===== config.mk =====
export PLATFORM = sky130hd
export DESIGN_NAME = register_write_ctrl
export DESIGN_NICKNAME = d
export VERILOG_FILES = /design/src/rtl/rf_pkg.sv /design/src/rtl/wb_fifo.sv /design/src/rtl/register_write_ctrl.sv
export SDC_FILE = /design/constraint.sdc
export NUM_CORES = 1
export LEC_CHECK = 0
export BUFFER_PORTS_ARGS = -buffer_cell sky130_fd_sc_hd__buf_2
export CAP_MARGIN = 20
export CORE_MARGIN = 3
export CORE_UTILIZATION = 30
export CTS_CLUSTER_DIAMETER = 150
export DETAILED_ROUTE_END_ITERATION = 10
export SYNTH_ARGS = -nofsm -noshare
export SYNTH_HDL_FRONTEND = slang
export SYNTH_SLANG_ARGS = --single-unit

===== constraint.sdc =====
create_clock -name Clk -period 5.9 [get_ports Clk]
set_input_delay 0.295 -clock Clk [delete_from_list [all_inputs] [get_ports Clk]]
set_output_delay 0.295 -clock Clk [all_outputs]
set_load 0.03 [all_outputs]

===== src/rtl/rf_pkg.sv =====
// Shared definitions for the register-file write-back path.
// Default widths and the queued write record {destination register, data}.
package rf_pkg;

  localparam int DATA_W = 32;
  localparam int ADDR_W = 2;
  localparam int NREG   = 2 ** ADDR_W;
  localparam int DEPTH  = 4;

  // One pending register-file write
  typedef struct packed {
    logic [ADDR_W-1:0] rd;
    logic [DATA_W-1:0] dado;
  } entry_t;

endpackage


===== src/rtl/wb_fifo.sv =====
// Synchronous write-back FIFO: push at tail, pop at head, one of each per cycle.
// Push into a full FIFO is accepted only when a pop happens in the same cycle.
// Exposes every slot with its valid bit so the owner can search pending writes.
module wb_fifo
  import rf_pkg::*;
#(
  parameter type item_t = entry_t,
  parameter int  DEPTH  = 4,
  localparam int PW     = $clog2(DEPTH)
) (
  input  logic                    clk,
  input  logic                    rst,
  input  logic                    push,
  input  item_t                   push_dat,
  input  logic                    pop,
  output item_t                   head,
  output logic [PW:0]             count,
  output item_t [DEPTH-1:0]       entries,
  output logic [DEPTH-1:0]        valid,
  output logic [PW-1:0]           wr_ptr
);

  item_t [DEPTH-1:0] mem;
  logic [PW-1:0]     rd_ptr;
  logic [PW:0]       count_nxt;
  logic              do_push;
  logic              do_pop;

  assign do_pop  = pop & (count != '0);
  assign do_push = push & ((count != (PW+1)'(DEPTH)) | do_pop);
  assign head    = mem[rd_ptr];
  assign entries = mem;

  // Next occupancy from the accepted push/pop pair
  always_comb begin
    count_nxt = count;
    case ({do_push, do_pop})
      2'b10:   count_nxt = count + 1'b1;
      2'b01:   count_nxt = count - 1'b1;
      default: count_nxt = count;
    endcase
  end

  // Slot i is live when its distance from the head is below the occupancy
  always_comb begin
    valid = '0;
    for (int i = 0; i < DEPTH; i++) begin
      valid[i] = {1'b0, PW'(i) - rd_ptr} < count;
    end
  end

  // Storage needs no reset; liveness comes from the pointers and count
  always_ff @(posedge clk) begin
    if (do_push) mem[wr_ptr] <= push_dat;
  end

  // Pointer and occupancy state, wrapping modulo DEPTH
  always_ff @(posedge clk) begin
    if (rst) begin
      wr_ptr <= '0;
      rd_ptr <= '0;
      count  <= '0;
    end else begin
      if (do_push) wr_ptr <= wr_ptr + 1'b1;
      if (do_pop)  rd_ptr <= rd_ptr + 1'b1;
      count <= count_nxt;
    end
  end

endmodule


===== src/rtl/register_write_ctrl.sv =====
// Register-file write port driver: arbitrates memory/ALU results, queues, drains one per cycle.
// Push at edge N into an empty queue is popped at N+1 (Esc high that cycle), captured at N+2.
// Memory wins over ALU; the head pops every non-empty cycle, so the port always has room.
module register_write_ctrl
#(
  parameter int DATA_W = rf_pkg::DATA_W,
  parameter int ADDR_W = rf_pkg::ADDR_W,
  parameter int DEPTH  = rf_pkg::DEPTH
) (
  input  logic                 Clk,
  input  logic                 Rst,
  input  logic                 MemValido,
  input  logic [ADDR_W-1:0]    MemReg,
  input  logic [DATA_W-1:0]    MemDado,
  output logic                 MemPronto,
  input  logic                 AluValido,
  input  logic [ADDR_W-1:0]    AluReg,
  input  logic [DATA_W-1:0]    AluDado,
  output logic                 AluPronto,
  output logic [ADDR_W-1:0]    RegEsc,
  output logic [DATA_W-1:0]    Dado,
  output logic                 Esc,
  input  logic [ADDR_W-1:0]    Fonte1,
  input  logic [ADDR_W-1:0]    Fonte2,
  output logic                 Byp1Valido,
  output logic [DATA_W-1:0]    Byp1Dado,
  output logic                 Byp2Valido,
  output logic [DATA_W-1:0]    Byp2Dado,
  output logic [2**ADDR_W-1:0] Pendente,
  output logic                 Cheio,
  output logic                 Vazio
);

  import rf_pkg::*;

  localparam int PW    = $clog2(DEPTH);
  localparam int CNT_W = PW + 1;

  typedef struct packed {
    logic [ADDR_W-1:0] rd;
    logic [DATA_W-1:0] dado;
  } wb_entry_t;

  wb_entry_t               push_dat;
  wb_entry_t               head;
  wb_entry_t [DEPTH-1:0]   fifo_ent;
  logic [DEPTH-1:0]        fifo_vld;
  logic [CNT_W-1:0]        count;
  logic [PW-1:0]           wr_ptr;
  logic                    space;
  logic                    push;
  logic                    pop;
  logic [PW-1:0]           idx;

  // A full queue still pops this cycle, so this term is effectively always true
  assign space     = (count < CNT_W'(DEPTH)) | (count != '0);
  assign MemPronto = space & ~Rst;
  assign AluPronto = space & ~MemValido & ~Rst;
  assign push      = (MemValido & MemPronto) | (AluValido & AluPronto);
  assign push_dat  = MemValido ? '{rd: MemReg, dado: MemDado}
                               : '{rd: AluReg, dado: AluDado};
  assign pop       = (count != '0);
  assign Cheio     = (count == CNT_W'(DEPTH));
  assign Vazio     = (count == '0);

  wb_fifo #(
    .item_t (wb_entry_t),
    .DEPTH  (DEPTH)
  ) u_fifo (
    .clk      (Clk),
    .rst      (Rst),
    .push     (push),
    .push_dat (push_dat),
    .pop      (pop),
    .head     (head),
    .count    (count),
    .entries  (fifo_ent),
    .valid    (fifo_vld),
    .wr_ptr   (wr_ptr)
  );

  // Output stage: load the head whenever the queue is non-empty
  always_ff @(posedge Clk) begin
    if (Rst) begin
      Esc    <= 1'b0;
      RegEsc <= '0;
      Dado   <= '0;
    end else if (pop) begin
      Esc    <= 1'b1;
      RegEsc <= head.rd;
      Dado   <= head.dado;
    end else begin
      Esc    <= 1'b0;
    end
  end

  // Pending flags: every live queue slot plus the write on the port right now
  always_comb begin
    Pendente = '0;
    for (int i = 0; i < DEPTH; i++) begin
      if (fifo_vld[i]) Pendente[fifo_ent[i].rd] = 1'b1;
    end
    if (Esc) Pendente[RegEsc] = 1'b1;
  end

  // Bypass: output stage first, then queue oldest to newest, so the newest match is left standing
  always_comb begin
    Byp1Valido = 1'b0;
    Byp1Dado   = '0;
    Byp2Valido = 1'b0;
    Byp2Dado   = '0;
    idx        = '0;
    if (Esc && RegEsc == Fonte1) begin
      Byp1Valido = 1'b1;
      Byp1Dado   = Dado;
    end
    if (Esc && RegEsc == Fonte2) begin
      Byp2Valido = 1'b1;
      Byp2Dado   = Dado;
    end
    for (int k = DEPTH; k >= 1; k--) begin
      idx = wr_ptr - PW'(k);
      if (fifo_vld[idx] && fifo_ent[idx].rd == Fonte1) begin
        Byp1Valido = 1'b1;
        Byp1Dado   = fifo_ent[idx].dado;
      end
      if (fifo_vld[idx] && fifo_ent[idx].rd == Fonte2) begin
        Byp2Valido = 1'b1;
        Byp2Dado   = fifo_ent[idx].dado;
      end
    end
  end

endmodule


# After elaboration in Yosys (flattened, before gate mapping)
# Cells that the tools add are included.
[word_totals]
reg_bits = 178
in_bits = 76
output_inout_bits = 109
elab_cells = 153
[classes]
add_sub_neg = 11
magnitude_cmp = 21
eq_ne = 14
n_mux = 59
n_bitwise = 15
n_reduce_logical = 19
[ops]
columns = ["operator", "count"]
rows = [
  ["$bmux 34 s2", 5],
  ["$mux 32", 10],
  ["$mux 34", 7],
  ["$bwmux 136", 1],
  ["$demux 34 s2", 1],
  ["$lt 2x3->1 const B", 10],
  ["$eq 2x2->1", 10],
  ["$mux 1", 20],
  ["$mux 4", 5],
  ["$logic_and 1x1->1", 16],
  ["$or 4x4->4", 4],
  ["$ge 2x1->1 const B", 6],
  ["$lt 2x3->1", 4],
  ["$demux 1 s2", 5],
  ["$bmux 1 s2", 4],
  ["$and 1x1->1", 6],
  ["$pmux 3 s2", 1],
  ["$add 2x1->2 const B", 2],
  ["$sub 1x2->2 const A", 2],
  ["$sub 2x2->2 const A", 2],
  ["$sub 2x2->2 const B", 2],
  ["$add 3x1->3 const B", 1],
  ["$eq 3x3->1 const B", 1],
  ["$logic_not 3->1", 1],
  ["10 further kinds", 13],
]

# Depth between registers and ports, before layout
[logic_depth]
word_depth = 13
mapped_depth = 13
mapped_depth_nobuf = 9

# Cells and area by module
# A second synthesis with hierarchy kept.
[unflattened]
hier_cells = 1462
area_unflattened_um2 = 14086.0
[modules_own_cells]
columns = ["mod", "instances", "cells_per_inst", "area_per_inst_um2"]
rows = [
  ["register_write_ctrl", 1, 1220, 8650.8],
  ["wb_fifo", 1, 242, 5435.2],
]

# Least setup slack after synthesis
# OpenSTA, ideal clock, no wires.
[synth_path]
kind = "reg2out"
startpoint = "register u_fifo.rd_ptr[0]"
endpoint = "output Byp1Dado[31]"
arrival_ns = 3.858
setup_slack_ns = 1.747
stages_incl_launch_ff = 13
path_buffers = 4
cell_sequence = "dfxtp_1 -> buf_1 -> buf_1 -> xnor2_1 -> inv_1 -> ha_1 -> a31oi_1 -> mux4_2 -> clkbuf_1 -> clkbuf_1 -> a21oi_1 -> a211oi_1 -> o31ai_1"
[synth_via]
elab_chain_len = 9
[synth_rtl]
columns = ["element", "line_no", "text"]
rows = [
  ["from (decl)", "wb_fifo.sv:24", "logic [PW-1:0] rd_ptr;"],
  ["from (signal assigned)", "wb_fifo.sv:65", "if (do_pop) rd_ptr <= rd_ptr + 1'b1;"],
  ["$sub 1x2->2 or $sub 2x2->2 (tied branches)", "wb_fifo.sv:48", "valid[i] = {1'b0, PW'(i) - rd_ptr} < count;"],
  ["$lt 2x3->1", "wb_fifo.sv:48", ""],
  ["$bmux 1 s2", "register_write_ctrl.sv:123", "if (fifo_vld[idx] && fifo_ent[idx].rd == Fonte1) begin"],
  ["$mux 1 (implied by the code)", "register_write_ctrl.sv:123", ""],
  ["$logic_and 1x1->1", "register_write_ctrl.sv:123", ""],
  ["$mux 32 (3 in series)", "register_write_ctrl.sv:123", ""],
  ["$mux 32 *", "register_write_ctrl.sv:123", ""],
  ["to (decl)", "register_write_ctrl.sv:26", "output logic [DATA_W-1:0] Byp1Dado,"],
]
# Every way passes the cells marked *; elsewhere a longest branch is shown, timed or not. The select of a mux whose other input is x is not followed.

# Worst setup path after layout
[layout_path]
startpoint = "register u_fifo.wr_ptr[0]"
endpoint = "output Byp2Dado[14]"
[layout_via]
elab_chain_len = 8
[layout_rtl]
columns = ["element", "line_no", "text"]
rows = [
  ["from (decl)", "wb_fifo.sv:20", "output logic [PW-1:0] wr_ptr"],
  ["from (signal assigned)", "wb_fifo.sv:64", "if (do_push) wr_ptr <= wr_ptr + 1'b1;"],
  ["$sub 2x2->2 or $bmux 34 s2 (tied branches)", "register_write_ctrl.sv:122, register_write_ctrl.sv:127, register_write_ctrl.sv:129", ""],
  ["$bmux 34 s2 or $mux 34 (tied branches)", "register_write_ctrl.sv:127, register_write_ctrl.sv:129", ""],
  ["$mux 34 (implied by the code) or $eq 2x2->1 (tied branches)", "register_write_ctrl.sv:129, register_write_ctrl.sv:127", ""],
  ["$eq 2x2->1 or $logic_and 1x1->1 (tied branches)", "register_write_ctrl.sv:127", "if (fifo_vld[idx] && fifo_ent[idx].rd == Fonte2) begin"],
  ["$logic_and 1x1->1 or $mux 32 (tied branches)", "register_write_ctrl.sv:127", ""],
  ["$mux 32 (2 in series)", "register_write_ctrl.sv:127", ""],
  ["$mux 32 *", "register_write_ctrl.sv:127", ""],
  ["to (decl)", "register_write_ctrl.sv:28", "output logic [DATA_W-1:0] Byp2Dado,"],
]
# Marked as above.

==> reports/qor.yml <==
power_and_ir_drop:
  ir_worst_vdd_v: 0.000541
  clkPwrFrac: 0.130
  pwr-share-comb: 0.680
  seq_power_share: 0.190
  p_leak_nw: 5.19
  switching_power_mw: 5.03
  swShare: 0.543
  intPower_mw: 4.23
  p_per_area_mw_per_mm2: 597
routing:
  dr.pass1.iters: 6
  postRouteAntennaNets: 0
  drt_iter0_markers: 1211
  drt-vias-per-instance: 6.33
  vias: 11294
  wl_per_cell_um: 26.9
  drt_wl_total_um: 48000
  drc_errors: 0
sta:
  fmax_ghz: 0.208
  skew_ns: 0.0102
  min_period_ns: 4.81
  setup-tns-final_ns: 0
  setup_viol: 0
  drv_slew: 0
  rsz0062_at_grt: "no"
  finalCritPeriodShare: 0.816
  hold_viol_final: 0
  slew_headroom: 0.191
  worst_slew_pin_slew_ns: 1.21
floorplanning:
  coreArea_mm2: 0.0443
  die_x_um: 218
  fp.dieArea_mm2: 0.0476
  initial_core_util: 0.305
  die_height_um: 218
  pin_count: 185
  rows: 77
final_layout:
  layout_common_cells: "buf_2, mux4_2, edfxtp_1"
  regArea_mm2: 0.00494
  multi_input_area_mm2: 0.00808
  layout.cells.most_common: "buf_2"
  final_nets: 1265
  final_core_util: 0.350
  drive_above_1_share: 0.395
  fill_cells: 4334
  antennaDiodeCount: 0
  syn_to_final_growth_pct: 14.9
clock_network:
  numCtsBuffers: 17
  clkSlewWorstSetupHoldPaths_ns: 0.07
  ctsHoldBuffers: 0
  post_cts_buffers: 0
  cts_buffer_depth: 2
  root_buffer: "clkbuf_16"
  cts_num_sinks: 178
  htree_levels: 4
  insertion_delay_ns: 0.46
  ctsResizeCount: 0
  cts_tree: "yes"
yosys:
  syn_inst: 1084
  synth-xor-area-share: 0.0169
  syn_avg_cell_area_um2: 12.5
  synth.distinct_cells: 50
  ys_seq_area_frac: 0.365
  synth-simple-area-share: 0.0883
  async_flop_share: 0
  synthesis.nets: 1169
  synth_edf_count: 136
  synthesis.area_mm2: 0.0135
  synth_top_family_by_area: "multiplexers"
  muxShareOfSynthArea: 0.324
  synth-compound-area-share: 0.155
  synth_fa_ha_area_frac: 0.00890
  yosysWarnings: 0
  ys_ff_latch: 178
  ys.flop_type: "edfxtp_1"
worst_setup_path:
  end_kind: "primary output"
  path_class: "reg2out"
  cp_num_buf_inv: 3
  path_max_fanout: 141
  path_cells: "buf_12, mux4_2, xor2_1, nor2_4, buf_4, and2_2, o2111ai_1, o211a_1, buf_2"
  path_delay_family: "buffers and inverters"
  cpMaxStageDelayCell: "and2_2"
  start_kind: "flop"
  crit_arrival_ns: 4.52
  critPathMaxStageDelay_ns: 0.81
  critPathRequiredTime_ns: 5.61
flow_run:
  maxCapViolCount: 0
global_routing:
  antenna_found_initial: 0
  grt_first_pass_wirelength_um: 71500
  grt_pass1_vias: 11126
  overflow: 0
  grt_usage: 0.200
  grt_max_degree: 142
outcome:
  status: "finished clean"
worst_hold_path:
  hp-class: "in2reg"
placement:
  place_congestion: 0.850
  hpwlAfterDp_um: 28800
  numPortBuffers: 184
[cell families (layout without fill, tap and decap cells)]
group	after synthesis	count (layout)
mux	211	211
xor+xnor	26	26
flops	178	178
simple gates	264	264
fa+ha+maj	9	9
compound gates	256	256
buf+inv	140	249
[per-stage QoR]
step           power [mW]  cells  hold slack [ns]  worst slack, ns  instance area, um2
2_1_floorplan        6.01   1084            0.500             1.75               13500
3_3_place_gp         7.93   1752            0.469             1.66               14900
3_5_place_dp         8.02   1753            0.479             1.62               14900
4_1_cts              9.23   1785            0.172             1.11               15500
5_1_grt              9.69   1785            0.190            0.857               15500
6_report             9.26   1785            0.189             1.09               15500
[path summary, 6_finish.rpt]
| check | depth (start not counted) | start | to | slack (ns) |
|---|---|---|---|---|
| min | 2 | AluDado[5] | u_fifo.entries[107] | 0.19 |
| min reg2reg | 2 | Dado[4] | Dado[4] | 0.49 |
| max reg2reg | 4 | u_fifo.wr_ptr[1] | u_fifo.entries[131] | 3.06 |
| max | 9 | u_fifo.wr_ptr[0] | Byp2Dado[14] | 1.09 |
[registers in the layout, indices dropped and copies added, names as in the netlist]
| signal | count |
|---|---|
| u_fifo.rd_ptr | 2 |
| RegEsc | 2 |
| u_fifo.count | 3 |
| Esc | 1 |
| Dado | 32 |
| u_fifo.entries | 136 |
| u_fifo.wr_ptr | 2 |
[area by class of cell]
class,instances,share of cell area
flip-flops and latches,178,0.318
well taps,592,0.0477
repair buffers,208,0.0726
multi-input cells,766,0.521
clock buffers,20,0.0281
clock inverters,12,0.0106
inverters,9,0.00218
[cells in the mapped netlist (31+ instances only)]
library cell / number / area (um2)
a21oi_1: 41 / 205
a221o_1: 31 / 310
a311oi_1: 31 / 272
clkbuf_1: 94 / 353
dfxtp_1: 42 / 841
edfxtp_1: 136 / 4080
mux2_2: 34 / 383
mux4_2: 177 / 3990
nand2_1: 116 / 435
nand3_1: 68 / 340
nor3_1: 35 / 175
o2111ai_1: 32 / 280
o211a_1: 31 / 310
o211ai_1: 33 / 248
o22a_1: 32 / 280
[power groups by stage]
| stage | Combinational, mW | Sequential, mW | Clock [mW] |
|---|---|---|---|
| CTS | 6.25 | 1.75 | 1.22 |
| floorplan | 4.16 | 1.85 | 0 |
| global placement | 6.16 | 1.77 | 0 |
| detailed placement | 6.24 | 1.78 | 0 |
| global route | 6.64 | 1.78 | 1.28 |
| finish | 6.30 | 1.76 | 1.20 |
[metal layers]
layer  vias to the layer above  GRT usage  wire length (um)
li1                       4720          -                 -
met1                      5657      0.252             18400
met2                       785      0.312             22300
met3                       132     0.0697              5520
met4                         0     0.0870              1750
met5                         -          0                 0
No activity file was read; power rests on OpenSTA's default activity.
